===== src/rtl/pipe_pkg.sv =====
// Shared definitions for the pipe_skid_buf pipeline boundary.
// State encoding: EMPTY=00, BUSY=01, FULL=10; 11 is illegal and recovers to EMPTY.
package pipe_pkg;

    typedef enum logic [1:0] {
        ST_EMPTY = 2'b00,
        ST_BUSY  = 2'b01,
        ST_FULL  = 2'b10
    } pipe_state_e;

    // Width of the optional backpressure stall counter.
    localparam int unsigned STALL_CNT_W = 32;

endpackage


===== src/rtl/pipe_data_reg.sv =====
// Enable-gated data register with asynchronous active-low reset.
// Holds its value whenever i_en is low, so it does not toggle when idle.
module pipe_data_reg #(
    parameter int unsigned     WIDTH     = 32,
    parameter logic [WIDTH-1:0] RESET_VAL = '0
) (
    input  logic             i_clk,
    input  logic             i_rst_n,
    input  logic             i_en,
    input  logic [WIDTH-1:0] i_d,
    output logic [WIDTH-1:0] o_q
);

    logic [WIDTH-1:0] data_q;

    // Load on enable, otherwise hold.
    always_ff @(posedge i_clk or negedge i_rst_n) begin
        if (!i_rst_n) begin
            data_q <= RESET_VAL;
        end else if (i_en) begin
            data_q <= i_d;
        end else begin
            data_q <= data_q;
        end
    end

    assign o_q = data_q;

endmodule


===== src/rtl/pipe_skid_buf.sv =====
// Two-entry valid/ready skid buffer forming one pipeline boundary.
// o_ready and o_valid decode only the registered state, so there is no
// combinational path from i_ready to o_ready. i_flush empties the buffer.
// Optional feature: define PIPE_SKID_PERF_EN to add the o_stall_cnt counter.
module pipe_skid_buf
    import pipe_pkg::*;
#(
    parameter int unsigned      WIDTH     = 32,
    parameter logic [WIDTH-1:0] RESET_VAL = '0
) (
    input  logic                   i_clk,
    input  logic                   i_rst_n,
    input  logic                   i_flush,
    input  logic                   i_valid,
    output logic                   o_ready,
    input  logic [WIDTH-1:0]       i_data,
    output logic                   o_valid,
    input  logic                   i_ready,
`ifdef PIPE_SKID_PERF_EN
    output logic [STALL_CNT_W-1:0] o_stall_cnt,
`endif
    output logic [WIDTH-1:0]       o_data
);

    pipe_state_e      state_q;
    pipe_state_e      state_d;
    logic             in_xfer_s;
    logic             out_xfer_s;
    logic             main_en_s;
    logic             skid_en_s;
    logic [WIDTH-1:0] main_d;
    logic [WIDTH-1:0] main_q;
    logic [WIDTH-1:0] skid_q;

    // Decode handshake outputs from the registered state only.
    always_comb begin
        o_valid = 1'b0;
        o_ready = 1'b1;
        case (state_q)
            ST_EMPTY: begin
                o_valid = 1'b0;
                o_ready = 1'b1;
            end
            ST_BUSY: begin
                o_valid = 1'b1;
                o_ready = 1'b1;
            end
            ST_FULL: begin
                o_valid = 1'b1;
                o_ready = 1'b0;
            end
            default: begin
                o_valid = 1'b0;
                o_ready = 1'b1;
            end
        endcase
    end

    assign in_xfer_s  = i_valid & o_ready;
    assign out_xfer_s = o_valid & i_ready;

    // Next state and data-register enables; flush overrides everything.
    always_comb begin
        state_d   = state_q;
        main_en_s = 1'b0;
        skid_en_s = 1'b0;
        main_d    = i_data;
        if (i_flush) begin
            state_d = ST_EMPTY;
        end else begin
            case (state_q)
                ST_EMPTY: begin
                    if (in_xfer_s) begin
                        main_en_s = 1'b1;
                        state_d   = ST_BUSY;
                    end else begin
                        state_d   = ST_EMPTY;
                    end
                end
                ST_BUSY: begin
                    if (in_xfer_s && out_xfer_s) begin
                        main_en_s = 1'b1;
                        state_d   = ST_BUSY;
                    end else if (in_xfer_s) begin
                        skid_en_s = 1'b1;
                        state_d   = ST_FULL;
                    end else if (out_xfer_s) begin
                        state_d   = ST_EMPTY;
                    end else begin
                        state_d   = ST_BUSY;
                    end
                end
                ST_FULL: begin
                    if (out_xfer_s) begin
                        main_d    = skid_q;
                        main_en_s = 1'b1;
                        state_d   = ST_BUSY;
                    end else begin
                        state_d   = ST_FULL;
                    end
                end
                default: begin
                    state_d = ST_EMPTY;
                end
            endcase
        end
    end

    // State register.
    always_ff @(posedge i_clk or negedge i_rst_n) begin
        if (!i_rst_n) begin
            state_q <= ST_EMPTY;
        end else begin
            state_q <= state_d;
        end
    end

    pipe_data_reg #(
        .WIDTH     (WIDTH),
        .RESET_VAL (RESET_VAL)
    ) u_main_reg (
        .i_clk   (i_clk),
        .i_rst_n (i_rst_n),
        .i_en    (main_en_s),
        .i_d     (main_d),
        .o_q     (main_q)
    );

    pipe_data_reg #(
        .WIDTH     (WIDTH),
        .RESET_VAL (RESET_VAL)
    ) u_skid_reg (
        .i_clk   (i_clk),
        .i_rst_n (i_rst_n),
        .i_en    (skid_en_s),
        .i_d     (i_data),
        .o_q     (skid_q)
    );

    assign o_data = main_q;

`ifdef PIPE_SKID_PERF_EN
    logic [STALL_CNT_W-1:0] stall_cnt_q;

    // Count cycles where downstream backpressure holds a valid payload; wraps.
    always_ff @(posedge i_clk or negedge i_rst_n) begin
        if (!i_rst_n) begin
            stall_cnt_q <= '0;
        end else if (o_valid && !i_ready) begin
            stall_cnt_q <= stall_cnt_q + STALL_CNT_W'(1);
        end else begin
            stall_cnt_q <= stall_cnt_q;
        end
    end

    assign o_stall_cnt = stall_cnt_q;
`endif

endmodule


===== config.mk =====
export PLATFORM = sky130hd
export DESIGN_NAME = pipe_skid_buf
export DESIGN_NICKNAME = d
export VERILOG_FILES = /design/src/rtl/pipe_pkg.sv /design/src/rtl/pipe_data_reg.sv /design/src/rtl/pipe_skid_buf.sv
export SDC_FILE = /design/constraint.sdc
export NUM_CORES = 1
export LEC_CHECK = 0
export BUFFER_PORTS_ARGS = -buffer_cell sky130_fd_sc_hd__buf_2
export CORE_MARGIN = 1.5
export CORE_UTILIZATION = 48
export DETAILED_ROUTE_END_ITERATION = 7
export GPL_ROUTABILITY_DRIVEN = 0
export PLACE_DENSITY = 0.81
export SETUP_SLACK_MARGIN = 0.2
export SLEW_MARGIN = 20
export SYNTH_ARGS = -nofsm -noshare
export SYNTH_HDL_FRONTEND = slang
export SYNTH_SLANG_ARGS = --single-unit

===== constraint.sdc =====
create_clock -name i_clk -period 2 [get_ports i_clk]
set_input_delay 0.3 -clock i_clk [delete_from_list [all_inputs] [get_ports i_clk]]
set_output_delay 0.3 -clock i_clk [all_outputs]
set_load 0.02 [all_outputs]

==> impl_metrics.py <==
metrics = {
    "power_and_ir_drop": {
        "seqPwrFrac_pct": 42.9,
        "swShare_pct": 29.3,
        "combinationalPowerShare_pct": 31.9,
        "switchingPower_uw": 1420,
        "power_frac_clock_pct": 25.3,
        "p_leak_uw": 0.00218,
        "internal_power_uw": 3420,
        "power.density_mw_per_mm2": 1120,
        "ir_worst_vdd_mv": 0.639,
    },
    "grt": {
        "grt_overflow_total": 0,
        "grt_max_degree": 67,
        "grt_pass1_wl_um": 10800,
        "grt_pass1_vias": 2114,
        "grt_antenna_before_repair": 0,
        "grtUsageTotal_pct": 20.3,
    },
    "clock_tree": {
        "clock_path_buffers": 2,
        "cts.sinks": 66,
        "cts_max_level": 3,
        "cts_tree": "yes",
        "numCtsBuffers": 9,
        "clk_pin_slew_ps": 80,
        "cts_root_buf": "clkbuf_8",
        "clk-insertion-delay-late_ps": 340,
    },
    "die": {
        "num_rows": 29,
        "die_y_um": 83.2,
        "dieWidth_um": 83.2,
        "fp.coreArea_mm2": 0.00628,
        "num_io_pins": 71,
        "dieArea_mm2": 0.00693,
        "initial_core_util_pct": 49.2,
    },
    "logic_synthesis": {
        "synth.avg_cell_area_um2": 15.8,
        "syn-cell-area_mm2": 0.00309,
        "ys_types": 19,
        "synth-seq-cells": 66,
        "syn_nets": 239,
        "syn_inst": 195,
        "seq_area_frac_synth_pct": 53.4,
        "ys_warn_count": 0,
    },
    "sta": {
        "period_minus_slack_ps": 2080,
        "hold_slack_ps": 197,
        "setup-violations-final": 37,
        "skew_ps": 11.6,
        "max_slew.worst_pin.slew_ps": 367,
        "post-route-period-util_pct": 104,
        "worst_slack_ps": -76.5,
        "maxSlewViolCount": 0,
        "final-hold-violation-count": 0,
        "setup-tns-final_ps": -1800,
        "relSlewSlack_pct": 75.5,
        "rsz0062_at_grt": "true",
        "max_freq_mhz": 482,
    },
    "placed_design": {
        "io_buffers": 70,
        "place_area_mm2": 0.00368,
        "dp_hpwl_um": 3870,
    },
    "cells_and_area": {
        "final_util_pct": 68.8,
        "antenna_cells": 0,
        "nNetsFinal": 339,
        "stdcell_area_mm2": 0.00432,
        "syn2layout_area_growth_pct": 39.8,
        "n_fill_cell": 446,
        "drive_above_1_share_pct": 73.7,
    },
    "worst_setup_path": {
        "cp.arrival_ps": 2290,
        "cp.required_ps": 2220,
        "reg2reg_depth": 9,
        "end_kind": "flip-flop",
        "crit_path_max_fanout": 7,
        "worstSetupPathType": "reg -> reg",
        "start_kind": "flip-flop",
    },
    "drt": {
        "routed_via_density": 5.16,
        "drtIter0Drc": 96,
        "drc": 0,
        "routed_wirelength_um": 6610,
        "vias": 1945,
        "drt.antenna.violating_nets": 0,
        "wire_per_inst_um": 17.5,
        "drtPass1Iterations": 6,
    },
    "run_status": {
        "outcome": "finished, violations left",
        "violations": "setup timing",
    },
    "run": {
        "max_cap_violations": 0,
    },
    "worst_hold_path": {
        "hp-class": "in -> reg",
        "whs_path_depth": 2,
    },
}
-- layout make-up --
cell class                 count  area (um2)  area share [%]
inverter                       5        18.8           0.435
multi-input combinational    115        1560            36.2
clock buffer                  11         131            3.04
sequential                    66        1650            38.2
clock inverter                 5        78.8            1.83
timing repair buffer          98         779            18.0
tap                           77        96.3            2.23
-- critical path: stages (launching register included) --
cell       delay (ps)
dfrtp_1           400
buf_6             130
ha_4              160
nor2b_4           150
ha_4              150
nand2_4            40
a311oi_4          260
buf_6             180
clkbuf_16         170
mux2_4            310
-- final timing paths --
kind	startpoint	endpoint	slack, ps
worst max-delay path	state_q[1]	u_main_reg.o_q[20]	-80
worst min-delay path	i_data[25]	u_skid_reg.o_q[25]	200
worst max register to register	state_q[1]	u_main_reg.o_q[20]	-80
worst min register to register	u_main_reg.o_q[5]	u_main_reg.o_q[5]	510
max in group asynchronous	i_rst_n	u_main_reg.o_q[11]	1200
min in group asynchronous	i_rst_n	state_q[1]	490
-- routing by layer --
metal / part of all wire (%) / track usage [%] / vias up / wire length (um)
met2: 48 / 31.3 / 48 / 3180
li1: - / - / 900 / -
met1: 46 / 26.9 / 987 / 3050
met3: 4.1 / 5.77 / 10 / 274
met4: 1.6 / 8.64 / 0 / 103
met5: 0 / 0 / - / 0
-- cell usage in the layout (no fill, tap or decap), drive strengths merged, types with 2 or more instances in the layout --
cell type	Yosys	layout
a311oi	2	2
buf	9	95
bufinv	0	2
clkbuf	0	13
clkinv	0	3
dfrtp	66	66
ha	7	7
inv	5	5
mux2	96	96
nand2	2	2
nand3b	2	2
-- state kept, by name, indices dropped and copies added, names as in the netlist --
register        cells
u_skid_reg.o_q     32
u_main_reg.o_q     32
state_q             2
-- repair_timing --
item                       CTS  global route
pin swaps                    0             3
setup buffers                5             3
gates resized for setup     43            15
hold endpoints to repair    66             0
cloned                       3             2
setup endpoints to repair   64            64
hold buffers                 1             0
-- cell families after synthesis --
| family | Yosys count | synth area share (%) |
|---|---|---|
| mux | 96 | 36.3 |
| compound gates | 3 | 1.38 |
| fa+ha+maj | 7 | 2.83 |
| buf+inv | 14 | 3.28 |
| flops | 66 | 53.4 |
| simple gates | 9 | 2.75 |
-- cells in the mapped netlist (all sizes together) --
cell type / n / share of area [%]
nor2b: 1 / 0.20
nand3b: 2 / 0.89
nand2b: 1 / 0.20
a311oi: 2 / 1.1
a22oi: 1 / 0.24
ha: 7 / 2.8
nand2: 2 / 0.32
dfrtp: 66 / 53
nor3: 1 / 0.16
and2: 1 / 0.20
buf: 9 / 2.7
mux2: 96 / 36
nand4b: 1 / 0.77
inv: 5 / 0.61
-- per-stage QoR --
step	power (uW)	setup WS [ps]	std cells
2_1_floorplan	2900	-46.3	195
6_report	4840	-76.5	377
4_1_cts	4780	-56.7	372
3_5_place_dp	3340	-65.6	347
5_1_grt	5090	-116	377
3_3_place_gp	3270	-7.92	347
-- power groups by stage --
stage	Combinational, uW	Sequential, uW	Clock (uW)
after floorplan	635	2260	0
after global placement	1220	2050	0
after detailed placement	1270	2070	0
after CTS	1470	2070	1240
after global routing	1650	2130	1310
final	1540	2080	1220
Note: power is estimated with default switching activity, not from simulation.
